==> config.mk <==
export PLATFORM = sky130hd
export DESIGN_NAME = strobe_rate_meter
export DESIGN_NICKNAME = d
export VERILOG_FILES = /design/src/rtl/strobe_meter_pkg.sv /design/src/rtl/strobe_edge_det.sv /design/src/rtl/strobe_rate_meter.sv
export SDC_FILE = /design/constraint.sdc
export NUM_CORES = 1
export LEC_CHECK = 0
export ABC_AREA = 1
export BUFFER_PORTS_ARGS = -buffer_cell sky130_fd_sc_hd__buf_2
export CAP_MARGIN = 20
export CORE_ASPECT_RATIO = 0.8
export CORE_MARGIN = 2
export CORE_UTILIZATION = 25
export DETAILED_ROUTE_END_ITERATION = 8
export SYNTH_ARGS = -nofsm -noshare
export SYNTH_HDL_FRONTEND = slang
export SYNTH_SLANG_ARGS = --single-unit
==> constraint.sdc <==
create_clock -name clk_in -period 2 [get_ports clk_in]
set_clock_uncertainty 0.2 [all_clocks]
set_input_delay 0.4 -clock clk_in [delete_from_list [all_inputs] [get_ports clk_in]]
set_output_delay 0.4 -clock clk_in [all_outputs]
set_load 0.005 [all_outputs]
==> src/rtl/strobe_meter_pkg.sv <==
// strobe_meter_pkg
//   Shared definitions for the strobe rate meter: FSM state encoding and the
//   default widths / minimum edge spacing used by strobe_rate_meter.
package strobe_meter_pkg;

   localparam int unsigned WINDOW_W_DEF = 16;
   localparam int unsigned COUNT_W_DEF  = 8;
   localparam int unsigned MIN_GAP_DEF  = 3;

   typedef enum logic {
      IDLE = 1'b0,
      RUN  = 1'b1
   } meter_state_t;

endpackage

==> src/rtl/strobe_edge_det.sv <==
// strobe_edge_det
//   Rising-edge detector for the synchronized strobe coming out of the CDC
//   pulse stage. A strobe held high for several cycles yields one edge.
// Ports:
//   clk_in     - slow-domain clock
//   rst_n_in   - asynchronous active-low reset
//   strobe_in  - synchronized strobe (level, may stay high for many cycles)
//   edge_out   - combinational, high on the first cycle strobe_in is high
module strobe_edge_det (
   input  logic clk_in,
   input  logic rst_n_in,
   input  logic strobe_in,
   output logic edge_out
);

   logic strobe_d;

   always_ff @(posedge clk_in or negedge rst_n_in) begin
      if (!rst_n_in) strobe_d <= 1'b0;
      else           strobe_d <= strobe_in;
   end

   assign edge_out = strobe_in & ~strobe_d;

endmodule

==> src/rtl/strobe_rate_meter.sv <==
// strobe_rate_meter
//   Counts strobe rising edges over a programmable window of clk_in cycles and
//   publishes each window's count with a one-cycle valid and an overflow flag.
//   Optional spacing check compiled in with macro STROBE_GAP_CHECK_EN.
// Ports:
//   clk_in          - slow-domain clock
//   rst_n_in        - asynchronous active-low reset
//   strobe_in       - synchronized strobe from the CDC pulse stage
//   enable_in       - level, high = measure continuously
//   window_len_in   - window length in cycles, sampled at each window start
//   count_out       - edge count of the last completed window
//   count_valid_out - one-cycle pulse when count_out updates
//   overflow_out    - accumulator saturated in the reported window
//   gap_err_out     - edge spacing violation pulse (0 without the macro)
//
// state | meaning
// ------+----------------------------------------------------------------
// IDLE  | not measuring; accumulator held at 0, waiting for enable + len
// RUN   | window open; win_cnt counts remaining cycles down to 0 (last)
module strobe_rate_meter
   import strobe_meter_pkg::*;
#(
   parameter int unsigned WINDOW_W = WINDOW_W_DEF,
   parameter int unsigned COUNT_W  = COUNT_W_DEF,
   parameter int unsigned MIN_GAP  = MIN_GAP_DEF
) (
   input  logic                clk_in,
   input  logic                rst_n_in,
   input  logic                strobe_in,
   input  logic                enable_in,
   input  logic [WINDOW_W-1:0] window_len_in,
   output logic [COUNT_W-1:0]  count_out,
   output logic                count_valid_out,
   output logic                overflow_out,
   output logic                gap_err_out
);

   if (WINDOW_W < 1 || COUNT_W < 1 || MIN_GAP < 1) begin : g_param_chk
      $error("strobe_rate_meter: WINDOW_W, COUNT_W and MIN_GAP must be >= 1");
   end

   meter_state_t        state, state_nxt;
   logic [WINDOW_W-1:0] win_cnt, win_cnt_nxt;
   logic [COUNT_W-1:0]  acc, acc_nxt, acc_inc;
   logic                win_ovf, win_ovf_nxt, ovf_inc;
   logic [COUNT_W-1:0]  count_nxt;
   logic                ovf_out_nxt, valid_nxt;
   logic                strobe_edge;
   logic                start_ok;

   strobe_edge_det u_edge_det (
      .clk_in    (clk_in),
      .rst_n_in  (rst_n_in),
      .strobe_in (strobe_in),
      .edge_out  (strobe_edge)
   );

   assign start_ok = enable_in && (window_len_in != '0);

   // Saturating increment; an edge that finds the accumulator full marks the window.
   assign acc_inc = (strobe_edge && acc != '1) ? acc + COUNT_W'(1) : acc;
   assign ovf_inc = win_ovf | (strobe_edge & (acc == '1));

   always_comb begin
      state_nxt   = state;
      win_cnt_nxt = win_cnt;
      acc_nxt     = acc;
      win_ovf_nxt = win_ovf;
      count_nxt   = count_out;
      ovf_out_nxt = overflow_out;
      valid_nxt   = 1'b0;
      case (state)
         IDLE: begin
            acc_nxt     = '0;
            win_ovf_nxt = 1'b0;
            if (start_ok) begin
               state_nxt   = RUN;
               win_cnt_nxt = window_len_in - WINDOW_W'(1);
            end
         end
         RUN: begin
            if (win_cnt == '0) begin
               // Last window cycle: an edge here still belongs to this window.
               count_nxt   = acc_inc;
               ovf_out_nxt = ovf_inc;
               valid_nxt   = 1'b1;
               acc_nxt     = '0;
               win_ovf_nxt = 1'b0;
               if (start_ok) win_cnt_nxt = window_len_in - WINDOW_W'(1);
               else          state_nxt   = IDLE;
            end else if (!enable_in) begin
               state_nxt   = IDLE;
               win_cnt_nxt = '0;
               acc_nxt     = '0;
               win_ovf_nxt = 1'b0;
            end else begin
               win_cnt_nxt = win_cnt - WINDOW_W'(1);
               acc_nxt     = acc_inc;
               win_ovf_nxt = ovf_inc;
            end
         end
         default: state_nxt = IDLE;
      endcase
   end

   always_ff @(posedge clk_in or negedge rst_n_in) begin
      if (!rst_n_in) begin
         state           <= IDLE;
         win_cnt         <= '0;
         acc             <= '0;
         win_ovf         <= 1'b0;
         count_out       <= '0;
         overflow_out    <= 1'b0;
         count_valid_out <= 1'b0;
      end else begin
         state           <= state_nxt;
         win_cnt         <= win_cnt_nxt;
         acc             <= acc_nxt;
         win_ovf         <= win_ovf_nxt;
         count_out       <= count_nxt;
         overflow_out    <= ovf_out_nxt;
         count_valid_out <= valid_nxt;
      end
   end

`ifdef STROBE_GAP_CHECK_EN
   localparam int unsigned GAP_W = $clog2(MIN_GAP + 1);

   logic [GAP_W-1:0] gap_cnt;
   logic             gap_err_q;
   logic             abort;

   assign abort = (state == RUN) && (win_cnt != '0) && !enable_in;

   // gap_cnt = cycles since the last edge, saturating at MIN_GAP. Reset and
   // abort park it at MIN_GAP so the next edge can never be flagged.
   always_ff @(posedge clk_in or negedge rst_n_in) begin
      if (!rst_n_in) begin
         gap_cnt   <= GAP_W'(MIN_GAP);
         gap_err_q <= 1'b0;
      end else begin
         gap_err_q <= strobe_edge && (gap_cnt < GAP_W'(MIN_GAP));
         if (abort)                         gap_cnt <= GAP_W'(MIN_GAP);
         else if (strobe_edge)              gap_cnt <= GAP_W'(1);
         else if (gap_cnt < GAP_W'(MIN_GAP)) gap_cnt <= gap_cnt + GAP_W'(1);
      end
   end

   assign gap_err_out = gap_err_q;
`else
   assign gap_err_out = 1'b0;
`endif

endmodule
==> reports/qor.txt <==
Final Cycle Share = 91.27%
Worst slew pin tran = 0.5271 ns
Crit Path Max Fanout = 4
PwrDens = 836.2 nW/um^2
Leakage = 1.685 nW
Crit start category = flop
First-pass GRT wire length = 10,840 um
Pins over their slew limit = 0
Die area = 12,010 sq um
Initial Utilization = 25.67%
Synth Warn # = 0
Synth Net Count = 425
Initial antenna violation count = 0
Slew margin rel. = 64.86%
Synth top area share = 33.24%
Layout area overhead = 16.53%
WS Path Type = reg2reg
Critical Path RT = 1.97 ns
Root Buffer = clkbuf_16
DIE HEIGHT = 98.41 um
Synth unique cells = 33
Most frequent cells after synthesis = nand2_1 (131), inv_1 (49), nand3_1 (43), nor2_1 (43), dfrtp_1 (37)
Number of synthesized flops with an enable pin = 0
Cells after synthesis = 400
Status = complete, no violations
Clock-pin slew on the worst setup and hold paths = 0.06 ns
Ant diodes = 0
Final nets = 461
Io pins = 31
Count leader, synth = nand2_1
Hold Path Class = in2reg
Uppermost layer routed = met4
Total of max-cap violations = 0
FF+latch count, synth = 37
CTS H-tree depth = 2
Via/cell ratio = 4.332
Met1 WL = 3233 um
Crit path arrival time = 1.79 ns
Minimum clock period after layout = 1.825 ns
Resize count post-CTS = 0
DRT antenna net count = 0
Drt wl/cell = 10.92 um
Largest cells by area after synthesis = dfrtp_1 (33%), nand2_1 (18%), nand3_1 (7.7%), inv_1 (6.6%), nor2_1 (5.8%)
Routed wire length = 6345 um
CTS Buf Count = 5
First-pass iteration count of the detailed router = 4
VDD IR max = 0.3104 mV
Tot GR Track Use = 11.17%
Dpl hpwl = 5026 um
Met3 routed WL = 173 um
Mapped Avg Cell Area = 6.963 sq um
Async SR Flop Fraction = 100.0%
Hold buffers post-CTS = 1
Setup bufs post-CTS = 0
Fmax = 547.8 MHz
Iteration-0 DRC Markers = 120
Clk buf depth = 2
Hold Vio Cnt, Final = 0
CTS tree = done
Largest net degree at the start of global routing = 21
Top FF cell, synth = dfrtp_1
CTS sink count = 37
Sequential area share after synthesis = 33.24%
Final setup viols = 0
Port Buffer Count = 29
RSZ-0062 raised after global routing = no
Vias post-DR = 2,517
Die W = 122.0 um
CORE AREA = 10,850 sq um
CP endpoint kind = flop
Largest area contributor in the netlist = dfrtp_1
Clk Latency, worst-skew pair = 0.27 ns
Placement Rows = 34
Layout cells sized above 1 = 21.51%
Post-Syn Area = 2785 sq um
Vias in the first global route = 2,328
# DRC = 0
DR WL met2 = 2901 um
Setup TNS = 0 ns
RD Place Congestion = 0.8580
GR Overflow Total = 0
Tot Pwr = 0.002714 W
-- flip-flops by register name, indices dropped and copies added (netlist names) --
register / flops
acc: 8
win_cnt: 16
count_out: 8
win_ovf: 1
overflow_out: 1
state: 1
u_edge_det.strobe_d: 1
count_valid_out: 1
-- cell type report --
class / instances / area (sq um)
Inverter: 53 / 198.9
Sequential cell: 37 / 925.9
Timing Repair Buffer: 35 / 192.7
Fill cell: 1153 / 7602
Multi-Input combinational cell: 304 / 1590
Clock inverter: 1 / 5.005
Clock buffer: 7 / 152.6
Tap cell: 144 / 180.2
-- logic make-up after synthesis --
kind of cell             Yosys count  share of synthesized area, %
AO/OA/AOI/OAI                     17                         3.818
XOR/XNOR                          14                         4.402
adder cells (fa/ha/maj)            5                         2.246
buffers and inverters             59                         9.658
flip-flops                        37                         33.24
other                              1                        0.1346
AND/OR/NAND/NOR                  267                         46.50
-- through the flow --
stage,utilization (%),area [sq um],hold slack (ns),worst slack (ns),instances
finish,29.92,3246,0.05352,0.1746,581
global route,29.92,3246,0.04676,0.03815,581
detailed placement,28.37,3078,0.2130,0.1135,572
CTS,29.92,3246,0.04750,0.1826,581
global placement,28.37,3078,0.2036,0.1760,572
floorplan,-,2785,-0.09559,0.3998,400
-- path summary, 6_finish.rpt --
| path | startpoint | to | slack [ns] | depth (start not counted) |
|---|---|---|---|---|
| worst min register to register | win_cnt[0] | win_cnt[0] | 0.25 | 1 |
| worst max-delay path | win_cnt[0] | win_cnt[14] | 0.17 | 7 |
| worst max register to register | win_cnt[0] | win_cnt[14] | 0.17 | 7 |
| min in group asynchronous | rst_n_in | win_cnt[10] | 0.44 | 2 |
| max in group asynchronous | rst_n_in | acc[6] | 0.62 | 3 |
| worst min-delay path | strobe_in | u_edge_det.strobe_d | 0.05 | 1 |
-- critical path, cell delays in order (launching register included) --
cell	delay [ns]
dfrtp_1	0.38
inv_1	0.14
ha_1	0.26
nand3_1	0.17
nor2_1	0.26
nand4_1	0.13
nand3_1	0.13
nand2_1	0.06
-- per-layer routing --
layer	track usage [%]	vias up
met5	0	-
met4	2.387	0
met3	2.161	2
met2	17.83	32
met1	15.67	1177
li1	-	1306
-- report_power, final --
group          switching, W  internal, W  leakage, nW  total, W
Clock              0.000294     0.000528       0.0799  0.000822
Combinational      0.000516     0.000336         1.13  0.000852
Sequential         0.000128     0.000913        0.474   0.00104
-- placed cells by master (no fill, tap or decap) --
cell / n
a21oi_1: 3
a31o_2: 1
buf_2: 29
buf_4: 5
clkbuf_16: 5
clkbuf_8: 2
clkinv_2: 1
conb_1: 1
dfrtp_1: 37
dlygate4sd3_1: 1
ha_1: 5
inv_1: 49
inv_2: 4
nand2_1: 131
nand2_2: 13
nand2_4: 4
nand2_8: 1
nand3_1: 43
nand3_2: 8
nand3_4: 1
nand3b_1: 1
nand4_1: 4
nand4_4: 1
nor2_1: 43
nor2_2: 9
nor2_4: 5
nor3_1: 2
o21ai_0: 4
o21ai_1: 4
o21ai_2: 4
o21bai_1: 1
or2_2: 1
xnor2_1: 4
xor2_1: 10
(Power assumes the default switching activity.)
